### src/rtl/tick_gen_pkg.sv
// Shared types and defaults for the tick generator.
// Holds the FSM state enum and default widths.
package tick_gen_pkg;

    localparam int DIV_WIDTH_DEF = 8;
    localparam int CNT_WIDTH_DEF = 8;

    typedef enum logic {
        IDLE,
        RUN
    } tick_gen_state_t;

endpackage

### src/rtl/tick_gen_if.sv
// Control/status bundle of the tick generator.
// master: start, stop, div, n_ticks out; tick, busy, done, remaining in.
interface tick_gen_if
    import tick_gen_pkg::*;
#(
    parameter int DIV_WIDTH = DIV_WIDTH_DEF,
    parameter int CNT_WIDTH = CNT_WIDTH_DEF
) ();

    logic                 start;
    logic                 stop;
    logic [DIV_WIDTH-1:0] div;
    logic [CNT_WIDTH-1:0] n_ticks;
    logic                 tick;
    logic                 busy;
    logic                 done;
    logic [CNT_WIDTH-1:0] remaining;

    modport master (
        output start, stop, div, n_ticks,
        input  tick, busy, done, remaining
    );

    modport slave (
        input  start, stop, div, n_ticks,
        output tick, busy, done, remaining
    );

endinterface

### src/rtl/tick_gen_prescaler.sv
// Period counter: counts 0..div_eff-1 while enabled.
// Ports: clk, rst, clr, en, div_eff in; wrap out (combinational).
module tick_gen_prescaler #(
    parameter int DIV_WIDTH = 8
) (
    input  logic                 clk,
    input  logic                 rst,
    input  logic                 clr,
    input  logic                 en,
    input  logic [DIV_WIDTH-1:0] div_eff,
    output logic                 wrap
);

    logic [DIV_WIDTH-1:0] count;
    logic                 at_top;

    assign at_top = (count == div_eff - DIV_WIDTH'(1));
    assign wrap   = en & at_top;

    always_ff @(posedge clk or posedge rst) begin
        if (rst) begin
            count <= '0;
        end else if (clr) begin
            count <= '0;
        end else if (en) begin
            count <= at_top ? '0 : count + DIV_WIDTH'(1);
        end
    end

endmodule

### src/rtl/tick_gen.sv
// Programmable tick generator: burst or free-run tick pulses.
// Ports: clk, rst; bus (slave) carries control and status.
module tick_gen
    import tick_gen_pkg::*;
#(
    parameter int DIV_WIDTH = DIV_WIDTH_DEF,
    parameter int CNT_WIDTH = CNT_WIDTH_DEF
) (
    input logic     clk,
    input logic     rst,
    tick_gen_if.slave bus
);

    tick_gen_state_t      state;
    tick_gen_state_t      state_nxt;

    logic [DIV_WIDTH-1:0] div_eff;
    logic                 free;
    logic [CNT_WIDTH-1:0] rem_q;
    logic [CNT_WIDTH-1:0] rem_nxt;
    logic                 tick_q;
    logic                 done_q;

    logic                 wrap;
    logic                 last;
    logic                 load;
    logic                 en;
    logic                 clr;

    // A due tick with one left ends the burst, even if stop arrives.
    assign last = wrap & ~free & (rem_q == CNT_WIDTH'(1));

    tick_gen_prescaler #(
        .DIV_WIDTH (DIV_WIDTH)
    ) u_pre (
        .clk     (clk),
        .rst     (rst),
        .clr     (clr),
        .en      (en),
        .div_eff (div_eff),
        .wrap    (wrap)
    );

    always_ff @(posedge clk or posedge rst) begin
        if (rst) begin
            state <= IDLE;
        end else begin
            state <= state_nxt;
        end
    end

    always_comb begin
        state_nxt = state;
        unique case (state)
            IDLE: if (bus.start) state_nxt = RUN;
            RUN:  if (bus.stop || last) state_nxt = IDLE;
            default: state_nxt = IDLE;
        endcase
    end

    always_comb begin
        load    = 1'b0;
        en      = 1'b0;
        clr     = 1'b1;
        rem_nxt = rem_q;
        unique case (state)
            IDLE: begin
                load = bus.start;
                if (bus.start) rem_nxt = bus.n_ticks;
            end
            RUN: begin
                en  = 1'b1;
                clr = bus.stop;
                if (bus.stop) begin
                    rem_nxt = '0;
                end else if (wrap && !free && rem_q != '0) begin
                    rem_nxt = rem_q - CNT_WIDTH'(1);
                end
            end
            default: ;
        endcase
    end

    always_ff @(posedge clk or posedge rst) begin
        if (rst) begin
            tick_q  <= 1'b0;
            done_q  <= 1'b0;
            rem_q   <= '0;
            div_eff <= DIV_WIDTH'(1);
            free    <= 1'b0;
        end else begin
            tick_q <= wrap;
            done_q <= last;
            rem_q  <= rem_nxt;
            if (load) begin
                div_eff <= (bus.div == '0) ? DIV_WIDTH'(1) : bus.div;
                free    <= (bus.n_ticks == '0);
            end
        end
    end

    assign bus.tick      = tick_q;
    assign bus.done      = done_q;
    assign bus.busy      = (state == RUN);
    assign bus.remaining = rem_q;

endmodule

### src/flat_wrapper.sv
// flat-port wrapper written by rule: the top's interface ports become plain ports
module tick_gen_flat import tick_gen_pkg::*;
#(
    parameter int DIV_WIDTH = DIV_WIDTH_DEF,
    parameter int CNT_WIDTH = CNT_WIDTH_DEF
)
  (clk, rst, bus_start, bus_stop, bus_div, bus_n_ticks, bus_tick, bus_busy, bus_done, bus_remaining);
  tick_gen_if #(.DIV_WIDTH(DIV_WIDTH), .CNT_WIDTH(CNT_WIDTH)) bus_i ();
  input logic clk;
  input logic rst;
  input wire logic [$bits(bus_i.start)-1:0] bus_start;
  input wire logic [$bits(bus_i.stop)-1:0] bus_stop;
  input wire logic [$bits(bus_i.div)-1:0] bus_div;
  input wire logic [$bits(bus_i.n_ticks)-1:0] bus_n_ticks;
  output wire logic [$bits(bus_i.tick)-1:0] bus_tick;
  output wire logic [$bits(bus_i.busy)-1:0] bus_busy;
  output wire logic [$bits(bus_i.done)-1:0] bus_done;
  output wire logic [$bits(bus_i.remaining)-1:0] bus_remaining;
  assign bus_i.start = bus_start;
  assign bus_i.stop = bus_stop;
  assign bus_i.div = bus_div;
  assign bus_i.n_ticks = bus_n_ticks;
  assign bus_tick = bus_i.tick;
  assign bus_busy = bus_i.busy;
  assign bus_done = bus_i.done;
  assign bus_remaining = bus_i.remaining;
  tick_gen #(.DIV_WIDTH(DIV_WIDTH), .CNT_WIDTH(CNT_WIDTH)) u_core (.clk(clk), .rst(rst), .bus(bus_i));
endmodule
### config.mk
export PLATFORM = sky130hd
export DESIGN_NAME = tick_gen_flat
export DESIGN_NICKNAME = d
export VERILOG_FILES = /design/src/rtl/tick_gen_pkg.sv /design/src/rtl/tick_gen_if.sv /design/src/rtl/tick_gen_prescaler.sv /design/src/rtl/tick_gen.sv /design/src/flat_wrapper.sv
export SDC_FILE = /design/constraint.sdc
export NUM_CORES = 1
export LEC_CHECK = 0
export BUFFER_PORTS_ARGS = -buffer_cell sky130_fd_sc_hd__buf_2
export CORE_MARGIN = 1.5
export CORE_UTILIZATION = 37
export DETAILED_ROUTE_END_ITERATION = 7
export GPL_TIMING_DRIVEN = 0
export PLACE_DENSITY = 0.6
export SYNTH_ARGS = -nofsm -noshare
export SYNTH_HDL_FRONTEND = slang
export SYNTH_SLANG_ARGS = --single-unit
### constraint.sdc
create_clock -name clk -period 2.6 [get_ports clk]
set_input_delay 0.39 -clock clk [delete_from_list [all_inputs] [get_ports clk]]
set_output_delay 0.39 -clock clk [all_outputs]
set_load 0.01 [all_outputs]
==> out/results.tsv, run 1 <==
stage	metric	value	unit
clock_tree	clock network latency to the later pin of the worst-skew pair	0.28	ns
synthesis	Synth Instances	169	
placed_design	DPL Wire Length	2.793	mm
drt	Iter 0 DRT Violations	76	
synthesis	FFs w/ async S/R, synth	100.0	%
worst_setup_path	crit path from	u_core.div_eff[0]	
clock_tree	CTS Buf Count	3	
floorplanning	Die Y	71.54	µm
floorplanning	Die W	71.54	µm
drt	Avg WL per Cell	14.73	µm
floorplanning	row count	24	
sta	hold violation count in the final report	0	
drt	routed wire length	3.845	mm
worst_hold_path	path type of the worst min-delay path	in2reg	
global_routing	antenna violations before repair	0	
worst_setup_path	Largest stage delay, worst path	0.55	ns
worst_setup_path	endpoint class of the critical path	flip-flop	
worst_setup_path	FF-to-FF Start	u_core.div_eff[0]	
global_routing	gr usage total	16.19	%
power_and_ir_drop	Tot Pwr	1.353	mW
synthesis	post-synth cell types	53	
worst_setup_path	r2r setup slk	0.18	ns
sta	Final Hold Slack	0.3340	ns
clock_tree	clock root buffer	clkbuf_8	
placed_design	GP Congestion	0.8249	
worst_setup_path	crit path max-delay cell type	dfstp_2	
synthesis	top_reg_cell synth	dfrtp_1	
global_routing	global-route wire length before repair	6.630	mm
synthesis	Synthesis Warnings	0	
power_and_ir_drop	PwrDens	656.9	nW/µm²
clock_tree	Sink Count	28	
sta	Clock Skew	0.009422	ns
run_status	status	finished clean	
sta	Final Setup Violations	0	
worst_setup_path	CP Class	reg2reg	
clock_tree	clock slew at reported path FFs	0.10	ns
sta	fin. max-slew vios	0	
worst_setup_path	Critical R2R Capture	u_core.bus.remaining[2]	
layout	layout cells sized above 1	30.62	%
drt	via count	1466	
sta	f_max	412.6	MHz
worst_setup_path	crit path buf inv count	2	
layout	NumNets Final	235	
floorplanning	I/O pin cnt	31	
power_and_ir_drop	Pleak	0.9103	nW
synthesis	Mapped Area	1738	µm²
clock_tree	CTS max path bufs	2	
worst_hold_path	cell count of the worst hold path	3	
placed_design	IO buf count	30	
synthesis	Net Count, Synth	194	
sta	setup total negative slack	0	ns
drt	drt drc	0	
drt	Via-to-Cell Ratio	5.617	
synthesis	number of flops mapped to enable cells by yosys	0	
clock_tree	Post-CTS Hold Buffers	0	
layout	Ant. Diodes	0	
worst_setup_path	critical path peak fanout	7	
synthesis	Avg Inst Size Synth	10.28	µm²
worst_setup_path	cell family with most CP delay	compound AO/OA/AOI/OAI gates	
global_routing	Congestion Overflow GR	0	
floorplanning	starting density of the core	39.10	%
worst_setup_path	worst endpoint required time	2.82	ns
layout	Syn-to-layout area delta	18.50	%
worst_setup_path	critical path cell sequence	inv_1 -> ha_2 -> xor2_1 -> o211ai_1 -> a211oi_2 -> o2111ai_4 -> buf_4 -> nor4_1 -> a211o_1	
worst_setup_path	CP arrival	2.65	ns
global_routing	largest net degree at the start of global routing	29	
sta	Tcrit/Tclk final	93.23	%
worst_setup_path	CP Depth	9	
power_and_ir_drop	peak supply drop	0.3041	mV
sta	Worst slew margin	27.90	%
synthesis	register area share after synthesis	40.39	%
synthesis	post-synthesis register bit count	28	
drt	Pre-antenna DRT Iters	6	
sta	worst-margin pin slew	1.080	ns
clock_tree	CTS tree	done	
worst_setup_path	R2R depth	9	
drt	Antenna Nets Post-Route	0	
floorplanning	die area	5117	µm²
sta	RSZ-0062 raised after global routing	false	
floorplanning	Core ar.	4444	µm²
global_routing	vias in the first global route	1383	
clock_tree	H-tree depth	1	
flow_run	max cap viols	0	
worst_setup_path	crit start category	flip-flop	
worst_setup_path	Setup crit end	u_core.bus.remaining[2]	
sta	min Tclk post-route	2.424	ns
-- routing by layer --
layer	up-vias	GRT usage (%)	wire (µm)
met5	-	0	0
li1	703	-	-
met2	54	25.86	1791
met1	702	22.29	1774
met3	7	4.219	240
met4	0	3.564	39
-- worst min-delay path by stage --
stage,to,from
2_1_floorplan,u_core.bus.busy,rst
3_3_place_gp,u_core.u_pre.count[0],u_core.u_pre.count[0]
3_5_place_dp,u_core.u_pre.count[0],u_core.u_pre.count[0]
4_1_cts,u_core.div_eff[5],bus_div[5]
5_1_grt,u_core.div_eff[5],bus_div[5]
6_report,u_core.div_eff[1],bus_div[1]
-- cell type report --
| cell class | count | area (µm²) |
|---|---|---|
| Buffer | 6 | 52.55 |
| Clock buffer | 4 | 55.05 |
| Fill cell | 435 | 2385 |
| Inverter | 8 | 30.03 |
| Multi-Input combinational cell | 127 | 959.7 |
| Sequential cell | 28 | 701.9 |
| Tap cell | 52 | 65.06 |
| Timing Repair Buffer | 36 | 195.2 |
-- cell families after synthesis --
kind of cell / Yosys count / share of synthesized area [%]
compound gates: 34 / 17.64
buf+inv: 14 / 4.751
fa+ha+maj: 5 / 3.600
xor+xnor: 15 / 7.992
flops: 28 / 40.39
mux: 8 / 5.039
simple gates: 65 / 20.59
-- sequential cells by signal, indices dropped and copies added, names as in the netlist --
signal / cells
u_core.bus.remaining: 8
u_core.div_eff: 8
u_core.u_pre.count: 8
u_core.bus.busy: 1
u_core.bus.done: 1
u_core.bus.tick: 1
u_core.free: 1
-- synth_stat cells, types with 2 or more instances --
master | count | area [µm²]
o221ai_1 | 4 | 35.03
nand4_1 | 2 | 12.51
a211o_1 | 2 | 17.52
or3_1 | 2 | 12.51
or4_1 | 4 | 30.03
mux2i_1 | 2 | 20.02
or2_2 | 2 | 12.51
nand3_1 | 4 | 20.02
o211ai_1 | 3 | 22.52
o21ai_0 | 4 | 20.02
nand2b_1 | 2 | 12.51
clkbuf_1 | 3 | 11.26
a21oi_1 | 4 | 20.02
nor4_1 | 6 | 37.54
nand2_1 | 8 | 30.03
a32o_1 | 2 | 20.02
and3_1 | 3 | 18.77
inv_1 | 8 | 30.03
nor2_1 | 19 | 71.32
ha_1 | 5 | 62.56
nand3b_1 | 2 | 15.01
xnor2_1 | 9 | 78.83
dfrtp_1 | 27 | 675.7
nor3_1 | 3 | 15.01
mux2_2 | 6 | 67.56
and3_2 | 2 | 15.01
xor2_1 | 5 | 43.79
-- what timing repair did --
item	4_1_cts	5_1_grt
setup buffers	0	6
gates resized for setup	0	2
setup endpoints to repair	0	5
-- per-stage QoR --
step | setup WS (ns) | instance area (µm²) | util [%] | cells
2_1_floorplan | 0.3354 | 1738 | - | 169
3_3_place_gp | 0.1446 | 1953 | 43.95 | 251
3_5_place_dp | 0.1160 | 1953 | 43.95 | 251
4_1_cts | 0.08815 | 2008 | 45.19 | 255
5_1_grt | 0.005618 | 2059 | 46.34 | 261
6_report | 0.1761 | 2059 | 46.34 | 261
-- power breakdown --
group | switching [mW] | total (mW) | internal [mW]
combinational | 0.261 | 0.473 | 0.212
clock | 0.143 | 0.279 | 0.136
sequential | 0.0925 | 0.601 | 0.508
total | 0.497 | 1.35 | 0.856
-- layout by cell type (no fill, tap or decap), types with 3 or more instances in the layout --
cell type / n
o221ai_1: 4
buf_2: 30
clkbuf_8: 4
nor4_1: 6
o21ai_0: 4
nor3_1: 3
and3_1: 3
buf_4: 6
a21oi_1: 4
xnor2_1: 9
or4_1: 3
ha_1: 4
inv_1: 8
o211ai_1: 3
nand3_1: 4
clkbuf_1: 3
dfrtp_1: 27
mux2_2: 6
xor2_1: 5
nor2_1: 19
nand2_1: 8
-- tightest hold or removal path, stage by stage --
cell and delay, ns:
buf_2 0.09, nand2_1 0.04, o21ai_0 0.06
(Power assumes the default switching activity.)
==> run 2: changes to the inputs <==
--- a/config.mk
+++ b/config.mk
@@ -7,10 +7,11 @@
 export LEC_CHECK = 0
 export BUFFER_PORTS_ARGS = -buffer_cell sky130_fd_sc_hd__buf_2
 export CORE_MARGIN = 1.5
-export CORE_UTILIZATION = 37
+export CORE_UTILIZATION = 25
 export DETAILED_ROUTE_END_ITERATION = 7
 export GPL_TIMING_DRIVEN = 0
-export PLACE_DENSITY = 0.6
+export PLACE_DENSITY = 0.45
 export SYNTH_ARGS = -nofsm -noshare
 export SYNTH_HDL_FRONTEND = slang
+export SYNTH_HIERARCHICAL = 1
 export SYNTH_SLANG_ARGS = --single-unit
==> out/results.tsv, run 2 <==
stage	metric	value	unit	change
synthesis	post-synthesis register bit count	28		unchanged
global_routing	vias in the first global route	1669		+21%
worst_setup_path	CP Class	reg2reg		
placed_design	DPL Wire Length	3.401	mm	+22%
power_and_ir_drop	peak supply drop	0.4088	mV	+34%
clock_tree	CTS max path bufs	2		unchanged
synthesis	share of the synthesized area in the top cell type	37.29	%	-1.6 points
drt	Avg WL per Cell	13.84	µm	-6.1%
drt	Via-to-Cell Ratio	4.776		-15%
clock_tree	CTS tree	done		
synthesis	register area share after synthesis	38.74	%	-1.6 points
synthesis	Mapped Area	1812	µm²	+4.2%
power_and_ir_drop	P_int	1.019	mW	+19%
synthesis	Avg Inst Size Synth	8.752	µm²	-15%
worst_setup_path	cell family with most CP delay	simple AND/OR/NAND/NOR gates		
layout	fillers	764		+76%
synthesis	FFs w/ async S/R, synth	100.0	%	unchanged
drt	Pre-antenna DRT Iters	4		-2
drt	drt drc	0		unchanged
worst_setup_path	worst endpoint required time	2.77	ns	-0.05 ns
layout	Finished Cell Area	2341	µm²	+14%
sta	RSZ-0062 raised after global routing	true		
layout	Syn-to-layout area delta	29.21	%	
sta	setup ws final	-0.3900	ns	-0.5661 ns
synthesis	Net Count, Synth	232		+20%
power_and_ir_drop	Comb pwr share	40.8	%	+5.8 points
worst_setup_path	crit path max-delay cell type	dfstp_2		
power_and_ir_drop	Pleak	1.023	nW	+12%
power_and_ir_drop	switching fraction of total power	37.32	%	+0.62 points
worst_setup_path	crit start category	flip-flop		
global_routing	Congestion Overflow GR	0		unchanged
worst_setup_path	critical path cell sequence	inv_4 -> ha_4 -> or4_1 -> o211a_1 -> a21oi_2 -> o211ai_4 -> nor2_2 -> and2_4 -> nor2b_4 -> o22ai_4 -> a21o_1 -> buf_6 -> mux2i_1		
floorplanning	I/O pin cnt	31		unchanged
global_routing	gr usage total	13.30	%	-2.9 points
layout	NumNets Final	282		+20%
clock_tree	clock network latency to the later pin of the worst-skew pair	0.28	ns	about the same
clock_tree	clock root buffer	clkbuf_8		
worst_setup_path	crit path buf inv count	2		unchanged
sta	Tcrit/Tclk final	115.0	%	+22 points
drt	routed wire length	4.870	mm	+27%
global_routing	global-route wire length before repair	8.066	mm	+22%
sta	Clock Skew	0.01347	ns	+0.004051 ns
sta	Final Hold Slack	0.06598	ns	-0.2680 ns
synthesis	Synthesis Warnings	6		+6
power_and_ir_drop	switching power total	0.6070	mW	+22%
synthesis	largest area contributor in the netlist	dfrtp_1		
floorplanning	starting density of the core	26.23	%	-13 points
synthesis	Synth Instances	207		+22%
layout	layout cells sized above 1	31.25	%	+0.63 points
drt	Antenna Nets Post-Route	0		unchanged
layout	Ant. Diodes	0		unchanged
global_routing	antenna violations before repair	0		unchanged
power_and_ir_drop	PwrDens	694.7	nW/µm²	+5.7%
power_and_ir_drop	Clock Power Share	21.3	%	+0.7 points
run_status	failing checks	setup timing		
synthesis	top_reg_cell synth	dfrtp_1		
synthesis	most frequent cells after synthesis	dfrtp_1 (27), nand2_1 (27), o21ai_0 (17)		
power_and_ir_drop	Tot Pwr	1.626	mW	+20%
floorplanning	Die Y	88.13	µm	+23%
floorplanning	Core ar.	6907	µm²	+55%
global_routing	largest net degree at the start of global routing	21		-28%
sta	fin. max-slew vios	0		unchanged
worst_setup_path	endpoint class of the critical path	flip-flop		
placed_design	Placement Cell Area	2116	µm²	+8.3%
clock_tree	H-tree depth	1		unchanged
sta	Final Setup Violations	10		+10
placed_design	# placed instances	333		+33%
clock_tree	clock slew at reported path FFs	0.11	ns	about the same
layout	Non-Filler Instances	352		+35%
power_and_ir_drop	Flop pwr share	37.9	%	-6.5 points
worst_setup_path	critical path peak fanout	8		+1
floorplanning	die area	7767	µm²	+52%
clock_tree	Post-CTS Hold Buffers	0		unchanged
run_status	status	complete, but fails checks		
drt	Iter 0 DRT Violations	64		-16%
layout	fin util	33.89	%	-12 points
flow_run	max cap viols	0		unchanged
clock_tree	CTS Buf Count	3		unchanged
placed_design	IO buf count	30		unchanged
synthesis	number of flops mapped to enable cells by yosys	0		unchanged
layout	commonest non-fill, non-tap cell in the layout	buf_2		
sta	worst-margin pin slew	0.8034	ns	-0.2770 ns
floorplanning	row count	30		+25%
worst_setup_path	R2R depth	13		+4
placed_design	pre-CTS setup slack	-0.5696	ns	-0.6855 ns
worst_hold_path	path type of the worst min-delay path	in2async		
sta	Worst slew margin	46.38	%	+18 points
layout	commonest non-fill, non-tap cells in the layout	buf_2 (30), nand2_1 (27), dfrtp_1 (23)		
worst_setup_path	CP arrival	3.16	ns	+0.51 ns
sta	setup total negative slack	-3.610	ns	-3.610 ns
sta	hold violation count in the final report	0		unchanged
sta	min Tclk post-route	2.990	ns	+0.5661 ns
synthesis	post-synth cell types	51		-3.8%
clock_tree	Sink Count	28		unchanged
worst_setup_path	Largest stage delay, worst path	0.60	ns	+0.05 ns
drt	via count	1681		+15%
synthesis	top post-synthesis cells by area	dfrtp_1 (37%), nand2_1 (5.6%), o21ai_0 (4.7%), xnor2_1 (4.4%), ha_1 (3.5%)		
worst_setup_path	CP Depth	13		+4
floorplanning	Die W	88.13	µm	+23%
sta	f_max	334.4	MHz	-19%
placed_design	GP Congestion	0.8200		-0.59%
run 2: cell count changes after synthesis, moves of 7 or more:
cell,previous run,this run
nor2_1,19,10
o21ai_0,4,17
a21oi_1,4,11
nand2_1,8,27
run 2: final cells by class:
cell class / instances / area (µm²) / share of cell area (%)
plain buffers: 5 / 26.28 / 1.122
clock buffers: 3 / 41.29 / 1.764
clock inverters: 1 / 30.03 / 1.283
inverters: 11 / 43.79 / 1.871
multi-input cells: 162 / 1099 / 46.93
flip-flops and latches: 28 / 706.9 / 30.20
well taps: 96 / 120.1 / 5.131
repair buffers: 46 / 274.0 / 11.70
run 2: final timing paths:
| check | startpoint | to | slack (ns) |
|---|---|---|---|
| max | u_core/div_eff[0] | u_core/bus.remaining[0] | -0.39 |
| min | rst | u_core/u_pre/count[6] | 0.07 |
| max reg2reg | u_core/div_eff[0] | u_core/bus.remaining[0] | -0.39 |
| min reg2reg | u_core/div_eff[7] | u_core/div_eff[7] | 0.51 |
| max in group asynchronous | rst | u_core/div_eff[2] | 1.79 |
| min in group clk | bus_div[1] | u_core/div_eff[1] | 0.31 |
run 2: logic make-up after synthesis:
| group | count (synthesis) | synth area share (%) |
|---|---|---|
| compound gates | 54 | 18.92 |
| xor+xnor | 10 | 5.249 |
| fa+ha+maj | 5 | 3.453 |
| buf+inv | 17 | 4.350 |
| flops | 28 | 38.74 |
| mux | 2 | 1.105 |
| simple gates | 91 | 28.18 |
run 2: routing by layer:
metal  vias to the layer above  GRT usage [%]  share of wire, %
met5                         -              0                 0
met4                         0          3.267              0.49
met3                         2          1.979               3.9
met2                        29          22.14                46
met1                       810          18.15                49
li1                        840              -                 -
run 2: power by group through the flow:
stage	Sequential (mW)	Combinational, mW	Clock [mW]
floorplan	0.616	0.405	0
global placement	0.628	0.581	0
detailed placement	0.624	0.579	0
CTS	0.613	0.654	0.361
global route	0.634	0.733	0.380
finish	0.617	0.663	0.346
run 2: repair_timing:
item	in CTS	in global routing
endpoints found under the setup margin	10	13
resized for setup	8	13
pin swaps	5	7
setup buffers	17	7
==> run 3: changes to the inputs <==
--- a/config.mk
+++ b/config.mk
@@ -6,11 +6,12 @@
 export NUM_CORES = 1
 export LEC_CHECK = 0
 export BUFFER_PORTS_ARGS = -buffer_cell sky130_fd_sc_hd__buf_2
+export CORE_ASPECT_RATIO = 1.4
 export CORE_MARGIN = 1.5
 export CORE_UTILIZATION = 25
 export DETAILED_ROUTE_END_ITERATION = 7
 export GPL_TIMING_DRIVEN = 0
-export PLACE_DENSITY = 0.45
+export PLACE_DENSITY = 0.43
 export SYNTH_ARGS = -nofsm -noshare
 export SYNTH_HDL_FRONTEND = slang
 export SYNTH_HIERARCHICAL = 1
==> out/results.tsv, run 3 (synthesis results as in run 2) <==
stage	metric	value	unit	change
run_status	failing checks	setup timing		
worst_setup_path	crit path buf inv count	2		unchanged
layout	commonest non-fill, non-tap cell in the layout	buf_2		
placed_design	GP Congestion	0.7846		-4.3%
clock_tree	CTS max path bufs	2		unchanged
sta	Final Setup Violations	10		unchanged
worst_setup_path	cell family with most CP delay	simple AND/OR/NAND/NOR gates		
global_routing	Congestion Overflow GR	0		unchanged
drt	routed wire length	5.055	mm	+3.8%
drt	drt drc	0		unchanged
worst_setup_path	Largest stage delay, worst path	0.58	ns	-0.02 ns
sta	Worst slew margin	47.57	%	+1.2 points
worst_setup_path	endpoint class of the critical path	flip-flop		
sta	RSZ-0062 raised after global routing	true		
sta	f_max	341.4	MHz	+2.1%
sta	Tcrit/Tclk final	112.7	%	-2.3 points
global_routing	gr usage total	13.70	%	+0.40 points
floorplanning	starting density of the core	25.95	%	-0.28 points
layout	fin util	32.54	%	-1.4 points
worst_setup_path	crit start category	flip-flop		
floorplanning	die area	7774	µm²	about the same
worst_setup_path	crit path max-delay cell type	dfstp_2		
worst_setup_path	CP Class	reg2reg		
power_and_ir_drop	Tot Pwr	1.537	mW	-5.5%
sta	worst-margin pin slew	0.7856	ns	-0.01773 ns
flow_run	max cap viols	0		unchanged
sta	setup total negative slack	-2.758	ns	+0.8524 ns
layout	Finished Cell Area	2272	µm²	-2.9%
clock_tree	clock network latency to the later pin of the worst-skew pair	0.28	ns	about the same
layout	Ant. Diodes	0		unchanged
sta	setup ws final	-0.3292	ns	+0.06076 ns
sta	min Tclk post-route	2.929	ns	-0.06076 ns
floorplanning	Die W	74.95	µm	-15%
worst_setup_path	worst endpoint required time	2.76	ns	about the same
clock_tree	H-tree depth	1		unchanged
run_status	status	complete, but fails checks		
floorplanning	I/O pin cnt	31		unchanged
placed_design	DPL Wire Length	3.793	mm	+12%
worst_setup_path	CP arrival	3.09	ns	-0.07 ns
drt	Iter 0 DRT Violations	111		+73%
sta	Final Hold Slack	0.05948	ns	-0.006506 ns
clock_tree	clock root buffer	clkbuf_8		
placed_design	Placement Cell Area	2115	µm²	about the same
layout	layout cells sized above 1	28.00	%	-3.2 points
drt	Avg WL per Cell	14.65	µm	+5.9%
layout	commonest non-fill, non-tap cells in the layout	buf_2 (30), nand2_1 (27), dfrtp_1 (26)		
floorplanning	Core ar.	6982	µm²	+1.1%
sta	hold violation count in the final report	0		unchanged
sta	fin. max-slew vios	0		unchanged
layout	Syn-to-layout area delta	25.41	%	
clock_tree	Post-CTS Hold Buffers	0		unchanged
drt	Antenna Nets Post-Route	0		unchanged
global_routing	largest net degree at the start of global routing	21		unchanged
clock_tree	Sink Count	28		unchanged
global_routing	vias in the first global route	1641		-1.7%
floorplanning	row count	36		+20%
global_routing	global-route wire length before repair	8.280	mm	+2.7%
power_and_ir_drop	Pleak	0.9948	nW	-2.8%
placed_design	IO buf count	30		unchanged
clock_tree	CTS Buf Count	3		unchanged
worst_setup_path	critical path cell sequence	inv_2 -> ha_4 -> or4_1 -> o211a_1 -> a21oi_2 -> o211ai_4 -> nor2_2 -> and2_4 -> nor2b_4 -> o22ai_4 -> a21o_1 -> buf_6 -> mux2i_1		
worst_setup_path	critical path peak fanout	8		unchanged
drt	via count	1667		-0.83%
floorplanning	Die Y	103.7	µm	+18%
drt	Via-to-Cell Ratio	4.832		+1.2%
clock_tree	CTS tree	done		
global_routing	antenna violations before repair	0		unchanged
drt	Pre-antenna DRT Iters	4		unchanged
clock_tree	clock slew at reported path FFs	0.10	ns	about the same
power_and_ir_drop	peak supply drop	0.3591	mV	-12%
worst_hold_path	path type of the worst min-delay path	in2async		
power_and_ir_drop	PwrDens	676.6	nW/µm²	-2.6%
layout	NumNets Final	276		-2.1%
sta	Clock Skew	0.004670	ns	-0.008803 ns
-- run 3: cell types whose count changed in the layout (fill, tap and decap cells not counted), sizes merged --
cell,before,now
bufinv,1,0
buf,48,42
clkbuf,6,7
-- run 3: metrics by stage --
stage               setup slack, ns  instances
finish                      -0.3292        345
global route                -0.4271        345
CTS                         -0.3898        343
detailed placement          -0.5956        332
global placement            -0.6329        332
floorplan                   -0.2654        207
-- run 3: area by class of cell --
type | count | area, µm²
fillers | 750 | 4710
multi-input cells | 162 | 1090
plain buffers | 5 | 26.28
clock buffers | 4 | 55.05
flip-flops and latches | 28 | 703.2
well taps | 95 | 118.9
inverters | 11 | 41.29
repair buffers | 40 | 237.7
-- run 3: worst paths after layout --
path                                   startpoint  cells past startpoint  slack [ns]                 endpoint
worst max-delay path            u_core/div_eff[0]                     13       -0.33  u_core/bus.remaining[1]
worst min-delay path                          rst                      2        0.06    u_core/u_pre/count[1]
worst max register to register  u_core/div_eff[0]                     13       -0.33  u_core/bus.remaining[1]
worst min register to register  u_core/div_eff[7]                      2        0.53        u_core/div_eff[7]
max in group asynchronous                     rst                      2        1.80        u_core/div_eff[1]
min in group clk                       bus_div[4]                      3        0.32        u_core/div_eff[4]
-- run 3: metal layers --
layer | GRT usage (%) | up-vias | wire length, µm
met5 | 0 | - | 0
met4 | 4.026 | 0 | 61
met3 | 1.362 | 4 | 136
met2 | 24.08 | 39 | 2730
met1 | 17.09 | 799 | 2126
li1 | - | 825 | -
-- run 3: power by group --
group,total [mW],switching (mW),internal [mW]
clock network,0.276,0.140,0.136
logic,0.641,0.358,0.283
registers,0.620,0.111,0.509
total,1.54,0.609,0.928
-- run 3: repair_timing --
action / 4_1_cts / 5_1_grt
endpoints found under the setup margin: 10 / 10
pin swaps: 5 / 5
resized for setup: 5 / 6
setup buffers: 7 / 3
